## src/rtl/cpu_ctrl_pkg.sv

```systemverilog
// rtl/cpu_ctrl_pkg.sv - opcodes, sequencer states and opcode classes for the hardwired control unit
package cpu_ctrl_pkg;

  localparam logic [4:0] OP_LD   = 5'b00000;
  localparam logic [4:0] OP_LDI  = 5'b00001;
  localparam logic [4:0] OP_ST   = 5'b00010;
  localparam logic [4:0] OP_ADD  = 5'b00011;
  localparam logic [4:0] OP_SUB  = 5'b00100;
  localparam logic [4:0] OP_AND  = 5'b00101;
  localparam logic [4:0] OP_OR   = 5'b00110;
  localparam logic [4:0] OP_ADDI = 5'b01100;
  localparam logic [4:0] OP_ANDI = 5'b01101;
  localparam logic [4:0] OP_ORI  = 5'b01110;
  localparam logic [4:0] OP_BR   = 5'b10010;
  localparam logic [4:0] OP_JR   = 5'b10011;
  localparam logic [4:0] OP_NOP  = 5'b11010;
  localparam logic [4:0] OP_HALT = 5'b11011;

  typedef enum logic [3:0] {
    S_RST, S_T0, S_T1, S_T2, S_T3, S_T4, S_T5, S_T6, S_T7, S_HALT
  } state_t;

  typedef enum logic [3:0] {
    CL_ALU_R, CL_ALU_I, CL_LDI, CL_LD, CL_ST, CL_BR, CL_JR, CL_NOP, CL_HALT
  } op_class_t;

  typedef enum logic [1:0] {
    ALU_ADD, ALU_SUB, ALU_AND, ALU_OR
  } alu_op_t;

endpackage

```

## src/rtl/ctrl_opcode_decode.sv

```systemverilog
// rtl/ctrl_opcode_decode.sv - maps a 5-bit opcode to its class and ALU operation
module ctrl_opcode_decode
  import cpu_ctrl_pkg::*;
(
  input  logic [4:0] i_opcode,
  output op_class_t  o_class,
  output alu_op_t    o_alu_op
);

  always_comb begin
    o_class  = CL_NOP;
    o_alu_op = ALU_ADD;
    case (i_opcode)
      OP_LD:   o_class = CL_LD;
      OP_LDI:  o_class = CL_LDI;
      OP_ST:   o_class = CL_ST;
      OP_ADD:  o_class = CL_ALU_R;
      OP_SUB:  begin o_class = CL_ALU_R; o_alu_op = ALU_SUB; end
      OP_AND:  begin o_class = CL_ALU_R; o_alu_op = ALU_AND; end
      OP_OR:   begin o_class = CL_ALU_R; o_alu_op = ALU_OR;  end
      OP_ADDI: o_class = CL_ALU_I;
      OP_ANDI: begin o_class = CL_ALU_I; o_alu_op = ALU_AND; end
      OP_ORI:  begin o_class = CL_ALU_I; o_alu_op = ALU_OR;  end
      OP_BR:   o_class = CL_BR;
      OP_JR:   o_class = CL_JR;
      OP_HALT: o_class = CL_HALT;
      // nop and every unassigned opcode fall through to CL_NOP
      default: o_class = CL_NOP;
    endcase
  end

endmodule

```

## src/rtl/hardwired_control_unit.sv

```systemverilog
// rtl/hardwired_control_unit.sv - fetch/decode/execute sequencer driving the datapath strobes
module hardwired_control_unit
  import cpu_ctrl_pkg::*;
#(
  parameter int unsigned MEM_WAIT = 0
) (
  input  logic        clock,
  input  logic        clear,
  input  logic [31:0] IR,
  input  logic        CON,
  output logic        PCout,
  output logic        PCin,
  output logic        IncPC,
  output logic        MARin,
  output logic        MDRin,
  output logic        MDRout,
  output logic        MD_read,
  output logic        Read,
  output logic        Write,
  output logic        IRin,
  output logic        Yin,
  output logic        Zlowin,
  output logic        Zlowout,
  output logic        Csignout,
  output logic        CONin,
  output logic        Gra,
  output logic        Grb,
  output logic        Grc,
  output logic        Rin,
  output logic        Rout,
  output logic        BAout,
  output logic        ADD,
  output logic        SUB,
  output logic        AND,
  output logic        OR,
  output logic        Run
);

  state_t    r_state, w_next;
  op_class_t r_class, w_class;
  alu_op_t   r_alu, w_alu;
  logic [2:0] r_wait;
  logic       w_mem_step, w_wait_done;
  logic [3:0] w_alu_sel;
  logic       w_unused_ir;

  assign w_unused_ir = ^IR[26:0];

  ctrl_opcode_decode u_decode (
    .i_opcode (IR[31:27]),
    .o_class  (w_class),
    .o_alu_op (w_alu)
  );

  // Memory-read steps stretch over 1+MEM_WAIT cycles; every other step is one cycle.
  assign w_mem_step  = (r_state == S_T1) || (r_state == S_T6 && r_class == CL_LD);
  assign w_wait_done = (r_wait == MEM_WAIT[2:0]);

  always_ff @(posedge clock or negedge clear) begin
    if (!clear) begin
      r_state <= S_RST;
      r_wait  <= '0;
      r_class <= CL_NOP;
      r_alu   <= ALU_ADD;
    end else begin
      r_state <= w_next;
      r_wait  <= (w_mem_step && !w_wait_done) ? r_wait + 3'd1 : 3'd0;
      if (r_state == S_T2) begin
        r_class <= w_class;
        r_alu   <= w_alu;
      end
    end
  end

  always_comb begin
    w_next = r_state;
    case (r_state)
      S_RST: w_next = S_T0;
      S_T0:  w_next = S_T1;
      S_T1:  w_next = w_wait_done ? S_T2 : S_T1;
      S_T2:  w_next = S_T3;
      S_T3: begin
        case (r_class)
          CL_JR, CL_NOP: w_next = S_T0;
          CL_HALT:       w_next = S_HALT;
          default:       w_next = S_T4;
        endcase
      end
      S_T4:  w_next = S_T5;
      S_T5:  w_next = (r_class == CL_LD || r_class == CL_ST || r_class == CL_BR) ? S_T6 : S_T0;
      S_T6: begin
        if (r_class == CL_LD) w_next = w_wait_done ? S_T7 : S_T6;
        else if (r_class == CL_ST) w_next = S_T7;
        else w_next = S_T0;
      end
      S_T7:   w_next = S_T0;
      S_HALT: w_next = S_HALT;
      default: w_next = S_RST;
    endcase
  end

  always_comb begin
    w_alu_sel = 4'b0001;
    case (r_alu)
      ALU_SUB: w_alu_sel = 4'b0010;
      ALU_AND: w_alu_sel = 4'b0100;
      ALU_OR:  w_alu_sel = 4'b1000;
      default: w_alu_sel = 4'b0001;
    endcase
  end

  always_comb begin
    PCout = 1'b0; PCin = 1'b0; IncPC = 1'b0; MARin = 1'b0; MDRin = 1'b0;
    MDRout = 1'b0; MD_read = 1'b0; Read = 1'b0; Write = 1'b0; IRin = 1'b0;
    Yin = 1'b0; Zlowin = 1'b0; Zlowout = 1'b0; Csignout = 1'b0; CONin = 1'b0;
    Gra = 1'b0; Grb = 1'b0; Grc = 1'b0; Rin = 1'b0; Rout = 1'b0; BAout = 1'b0;
    ADD = 1'b0; SUB = 1'b0; AND = 1'b0; OR = 1'b0;
    Run = 1'b0;
    case (r_state)
      S_T0: begin Run = 1'b1; PCout = 1'b1; MARin = 1'b1; IncPC = 1'b1; Zlowin = 1'b1; end
      S_T1: begin Run = 1'b1; Zlowout = 1'b1; PCin = 1'b1; Read = 1'b1; MD_read = 1'b1; MDRin = 1'b1; end
      S_T2: begin Run = 1'b1; MDRout = 1'b1; IRin = 1'b1; end
      S_T3: begin
        Run = 1'b1;
        case (r_class)
          CL_ALU_R, CL_ALU_I: begin Grb = 1'b1; Rout = 1'b1; Yin = 1'b1; end
          CL_LDI, CL_LD, CL_ST: begin Grb = 1'b1; BAout = 1'b1; Yin = 1'b1; end
          CL_BR: begin Gra = 1'b1; Rout = 1'b1; CONin = 1'b1; end
          CL_JR: begin Gra = 1'b1; Rout = 1'b1; PCin = 1'b1; end
          default: ;
        endcase
      end
      S_T4: begin
        Run = 1'b1;
        case (r_class)
          CL_ALU_R: begin Grc = 1'b1; Rout = 1'b1; Zlowin = 1'b1; {OR, AND, SUB, ADD} = w_alu_sel; end
          CL_ALU_I: begin Csignout = 1'b1; Zlowin = 1'b1; {OR, AND, SUB, ADD} = w_alu_sel; end
          CL_LDI, CL_LD, CL_ST: begin Csignout = 1'b1; ADD = 1'b1; Zlowin = 1'b1; end
          CL_BR: begin PCout = 1'b1; Yin = 1'b1; end
          default: ;
        endcase
      end
      S_T5: begin
        Run = 1'b1;
        case (r_class)
          CL_ALU_R, CL_ALU_I, CL_LDI: begin Zlowout = 1'b1; Gra = 1'b1; Rin = 1'b1; end
          CL_LD, CL_ST: begin Zlowout = 1'b1; MARin = 1'b1; end
          CL_BR: begin Csignout = 1'b1; ADD = 1'b1; Zlowin = 1'b1; end
          default: ;
        endcase
      end
      S_T6: begin
        Run = 1'b1;
        case (r_class)
          CL_LD: begin Read = 1'b1; MD_read = 1'b1; MDRin = 1'b1; end
          CL_ST: begin Gra = 1'b1; Rout = 1'b1; MDRin = 1'b1; end
          // the only Mealy output: the branch is taken only while CON holds
          CL_BR: begin Zlowout = 1'b1; PCin = CON; end
          default: ;
        endcase
      end
      S_T7: begin
        Run = 1'b1;
        case (r_class)
          CL_LD: begin MDRout = 1'b1; Gra = 1'b1; Rin = 1'b1; end
          CL_ST: Write = 1'b1;
          default: ;
        endcase
      end
      default: ;
    endcase
  end

endmodule

```

## config.mk

```make
export PLATFORM = sky130hd
export DESIGN_NAME = hardwired_control_unit
export DESIGN_NICKNAME = d
export VERILOG_FILES = /design/src/rtl/cpu_ctrl_pkg.sv /design/src/rtl/ctrl_opcode_decode.sv /design/src/rtl/hardwired_control_unit.sv
export SDC_FILE = /design/constraint.sdc
export NUM_CORES = 1
export LEC_CHECK = 0
export ABC_CLOCK_PERIOD_IN_PS = 4050
export BUFFER_PORTS_ARGS = -buffer_cell sky130_fd_sc_hd__buf_2
export CORE_AREA = 2 2 68 44
export CTS_CLUSTER_DIAMETER = 200
export DETAILED_ROUTE_END_ITERATION = 12
export DIE_AREA = 0 0 70 46
export PLACE_DENSITY = 0.84
export SETUP_SLACK_MARGIN = 0.5
export SYNTH_ARGS = -nofsm -noshare
export SYNTH_HDL_FRONTEND = slang
export SYNTH_SLANG_ARGS = --single-unit
```

## constraint.sdc

```tcl
create_clock -name clock -period 4.05 [get_ports clock]
set_clock_uncertainty 0.05 [all_clocks]
set_input_delay 0.405 -clock clock [delete_from_list [all_inputs] [get_ports clock]]
set_output_delay 0.405 -clock clock [all_outputs]
set_load 0.05 [all_outputs]
```

# Word-level counts from Yosys, hierarchy flattened
# Index checks and enable logic that the tools add are counted.
[totals]
ff_bits = 13
wordCells = 115
input_bits = 35
out_inout_bits = 26
[op_classes]
reduce_logical = 25
add_sub_neg = 1
eq_ne = 32
n_mux = 53
[op_table]
columns = ["op", "count"]
rows = [
  ["case mux 4 bit (9 select lines)", 1],
  ["== test 4 x 3 -> 1 bit (second input constant)", 8],
  ["case mux 4 bit (8 select lines)", 1],
  ["two-way mux 1 bit", 28],
  ["case mux 1 bit (2 select lines)", 10],
  ["== test 4 x 2 -> 1 bit (second input constant)", 4],
  ["== test 5 x 3 -> 1 bit (second input constant)", 3],
  ["== test 5 x 4 -> 1 bit (second input constant)", 3],
  ["== test 5 bit (second input constant)", 3],
  ["OR reduction 2 bit", 7],
  ["== test 4 bit (second input constant)", 3],
  ["two-way mux 4 bit", 3],
  ["case mux 1 bit (3 select lines)", 4],
  ["case mux 4 bit (3 select lines)", 1],
  ["OR reduction 4 bit", 3],
  ["== test 5 x 2 -> 1 bit (second input constant)", 2],
  ["OR reduction 3 bit", 3],
  ["== test 4 x 1 -> 1 bit (second input constant)", 2],
  ["logical NOT 4 bit", 2],
  ["case mux 4 bit (2 select lines)", 1],
  ["OR reduction 8 bit", 1],
  ["two-way mux 3 bit", 2],
  ["case mux 2 bit (3 select lines)", 1],
  ["== test 5 x 1 -> 1 bit (second input constant)", 1],
  ["10 further kinds", 14],
]

# Logic depth before layout (Yosys ltp)
[logic_depth]
ltp_word = 5
ltp_mapped = 6

# Modules after synthesis
# From an unflattened synthesis, not the netlist that was laid out.
[hier_totals]
cells_unflattened = 172
hier_area_um2 = 1333.8
[by_module_without_submodules]
columns = ["module", "cells_each", "area_per_inst_um2", "n_inst"]
rows = [
  ["hardwired_control_unit", 148, 1186.1, 1],
  ["ctrl_opcode_decode", 24, 147.6, 1],
]

# Least setup slack after synthesis
# Ideal clock, no wire load.
[synth_path]
kind = "flip-flop to output port"
start = "register r_class[1]"
end = "output MARin"
slack_ps = 999
required_ps = 3595
n_path_buf = 1
arrival_time_ps = 2596
path_stages_with_launch = 6
cell_sequence = "dfstp_2 buf_2 inv_1 nor2_1 a22oi_1 o41ai_1"
[synth_via]
elab_chain_cells = 4
[synth_rtl]
columns = ["element", "line", "source"]
rows = [
  ["from (decl)", "hardwired_control_unit.sv:40", "op_class_t r_class, w_class;"],
  ["from (signal assigned)", "hardwired_control_unit.sv:69", "r_class <= w_class;"],
  ["== test 4 x 2 -> 1 bit or == test 4 x 3 -> 1 bit (tied branches)", "hardwired_control_unit.sv:145", "case (r_class)"],
  ["OR reduction 2 bit (no line) *", "n/a", ""],
  ["two-way mux 1 bit *", "hardwired_control_unit.sv:145", ""],
  ["case mux 1 bit (2 select lines) *", "hardwired_control_unit.sv:119", "case (r_state)"],
  ["to (decl)", "hardwired_control_unit.sv:14", "output logic MARin,"],
]
# Every way passes the cells marked *; elsewhere a longest branch is shown, timed or not.

# Worst setup path after layout
[layout_path]
start = "register r_state[0]"
end = "output ADD"
[layout_via]
elab_chain_cells = 2
[layout_rtl]
columns = ["element", "line", "source"]
rows = [
  ["from (decl)", "hardwired_control_unit.sv:39", "state_t r_state, w_next;"],
  ["from (signal assigned)", "hardwired_control_unit.sv:66", "r_state <= w_next;"],
  ["== test 4 x 3 -> 1 bit", "hardwired_control_unit.sv:119", ""],
  ["case mux 1 bit (2 select lines) *", "hardwired_control_unit.sv:119", ""],
  ["to (decl)", "hardwired_control_unit.sv:32", "output logic ADD,"],
]
# Marks and branches as above.

==> results.yml <==
floorplan:
  chipWidth_um: 70
  io_pins: 61
  die-height_um: 46
  core_area_mm2: 0.00267
  start_util_pct: 47.2
  die-area_mm2: 0.00322
  row_count: 15
clock_tree:
  cts_tree: "done"
  cts_buffer_depth: 2
  clkSlewWorstSetupHoldPaths_ns: 0.06
  clock-root-buffer: "clkbuf_8"
  cts_sinks: 13
  clkLatencyLatePin_ns: 0.24
  htree_levels: 1
  cts_made_buffers: 3
layout:
  drive_above_1_share_pct: 25.0
  syn_to_final_growth_pct: 14.0
  antenna_cells: 0
  design_area_mm2: 0.00144
  layout.nets: 222
global_route:
  grt_pass1_wl_mm: 4.71
  grt-ovfl-total: 0
  grt_pass1_vias: 970
  track_usage_pct: 18.3
  grt_max_degree: 24
  antenna_found_initial: 0
run_status:
  status: "finished clean"
synth:
  yosys_warnings: 0
  ys_seq_area_share_pct: 26.1
  synth_nets: 198
  synth_top_cell_area_share_pct: 19.9
  avgSynthCellArea_um2: 7.82
  synth_area_leaders: "dfrtp_1 (20%), dfstp_2 (6.3%), nand2_1 (5.4%)"
  yosys.area.top_type: "dfrtp_1"
  synth.distinct_cells: 57
  async_flop_share_pct: 100
  synthCells: 161
  synthTopCellsByCount: "nand2_1 (18), nor2_1 (15), dfrtp_1 (10)"
  synthFlopType: "dfrtp_1"
  synth-edff-count: 0
  synth.ff_latch_count: 13
  synth.most_common_cell: "nand2_1"
  netlist_area_mm2: 0.00126
sta:
  hold_ws_ns: 0.432
  final-setup-viol-count: 0
  slew_viol_final: 0
  period_needed_ns: 2.76
  hold_viol: 0
  slew_headroom_pct: 57.2
  rsz0062_at_grt: "no"
  tightest_slew_ns: 0.642
  post-route-period-util_pct: 68.1
  max_freq_mhz: 363
  fin_tns_setup_ns: 0
worst_setup_path:
  path_cells: "nand4bb_1 > or3_1 > o211a_1 > o31ai_1 > buf_2"
  crit_path_start_kind: "flip-flop"
  slowest_stage: "dfrtp_1"
  crit_arrival_ns: 2.30
  slowest_delay_ns: 0.75
  worst_setup_path_end_kind: "output pin"
  worst_ep_required_time_ns: 3.60
  critPathMaxFanout: 23
  crit_type: "flip-flop to output pin"
route:
  first_pass_iters: 4
  drt-initial-drc-count: 67
  via_per_inst: 5.76
  wirelength_mm: 2.94
  routedWlPerCell_um: 13.5
  postRouteAntennaNets: 0
  drc: 0
  via_count: 1256
placed_design:
  routabilityCongestion: 0.896
  dp_hpwl_mm: 2.16
  dpl-instance-area_mm2: 0.00138
  port_buffers: 33
power_and_ir_drop:
  p_seq_share_pct: 24.9
  comb_power_share_pct: 65.9
  finalPower_mw: 1.26
  internal_power_uw: 504
  p_switching_uw: 761
  power-per-cell-area_mw_per_mm2: 881
  irDropWorstVdd_v: 0.000497
  leakage_nw: 0.692
  p_sw_share_pct: 60.2
  p_clk_share_pct: 9.2
worst_hold_path:
  min-delay-path-class: "input port to flip-flop"
flow_run:
  cap_violations: 0
sequential cells by signal (all words and copies together) (netlist names):
signal / count
r_alu: 2
r_state: 4
r_wait: 3
r_class: 4
power by group through the flow:
stage          registers, mW  logic [mW]  clock network (mW)
6_report               0.315       0.834               0.116
4_1_cts                0.312       0.832               0.117
3_3_place_gp           0.314       0.822                   0
2_1_floorplan          0.214       0.802                   0
5_1_grt                0.331       0.894               0.122
3_5_place_dp           0.314       0.829                   0
path summary, 6_finish.rpt:
kind,cells past startpoint,from,end,slack (ns)
setup / recovery,5,r_state[0],ADD,1.29
min in group asynchronous,2,clear,r_state[1],0.53
hold reg to reg,1,r_wait[0],r_wait[0],0.43
setup reg to reg,3,r_state[1],r_alu[0],2.16
hold / removal,2,IR[27],r_alu[0],0.43
max in group asynchronous,2,clear,r_class[2],3.14
stage by stage:
stage	cells	util [%]	setup slack, ns
after global routing	218	53.8	1.12
final	218	53.8	1.29
after floorplan	161	-	0.999
after CTS	218	53.8	1.32
after global placement	213	51.8	1.59
after detailed placement	213	51.8	1.58
cells in the final DEF, fill, tap and decap left out, types with 2 or more instances in the layout:
cell,netlist,routed
and3_1,4,4
o21ai_0,5,5
a21oi_1,5,5
and4bb_1,2,2
o22ai_1,2,2
o41ai_1,2,2
ha_1,2,2
dfstp_2,3,3
nor2_1,15,15
nand2_1,18,18
nand3b_1,2,2
xnor2_1,5,5
clkbuf_8,0,3
nor3_1,9,9
or2_1,2,2
dfrtp_1,10,10
inv_1,7,7
o31ai_1,3,3
inv_2,2,2
o21ai_1,2,2
a32oi_1,2,2
or3_1,2,2
nand2b_1,4,4
nor2b_1,6,6
buf_2,9,33
o21a_1,2,2
a21o_1,2,2
a22oi_1,2,2
layout make-up:
cell class / instances / area (µm²)
fillers: 258 / 1230
multi-input cells: 124 / 810
flip-flops and latches: 13 / 329
repair buffers: 34 / 175
clock buffers: 4 / 45.0
well taps: 34 / 42.5
inverters: 9 / 33.8
logic make-up after synthesis:
group	synth area share [%]
and+or+nand+nor	32.7
adders and majority gates	1.99
AOI/OAI and AO/OA	26.1
xor gates and xnor gates	3.48
DFF	26.1
buffers and inverters	9.54
timing repair:
item | 4_1_cts | 5_1_grt
endpoints found under the hold margin | 10 | 0
gates resized for setup | 0 | 0
buffers inserted | 0 | 0
hold buffers | 1 | 0
worst max-delay path, delay by kind of cell (launching register included):
kind | cells | cell delay (ns)
AND/OR/NAND/NOR | 2 | 0.82
flip-flops | 1 | 0.75
buffers and inverters | 1 | 0.30
AO/OA/AOI/OAI | 2 | 0.18
layer usage:
metal	global-route usage, %	vias to the layer above	routed length, µm
met3	3.98	0	225
met4	2.31	0	0
li1	-	628	-
met2	27.2	44	1240
met5	0	-	0
met1	27.9	584	1480
(Power assumes the default switching activity.)
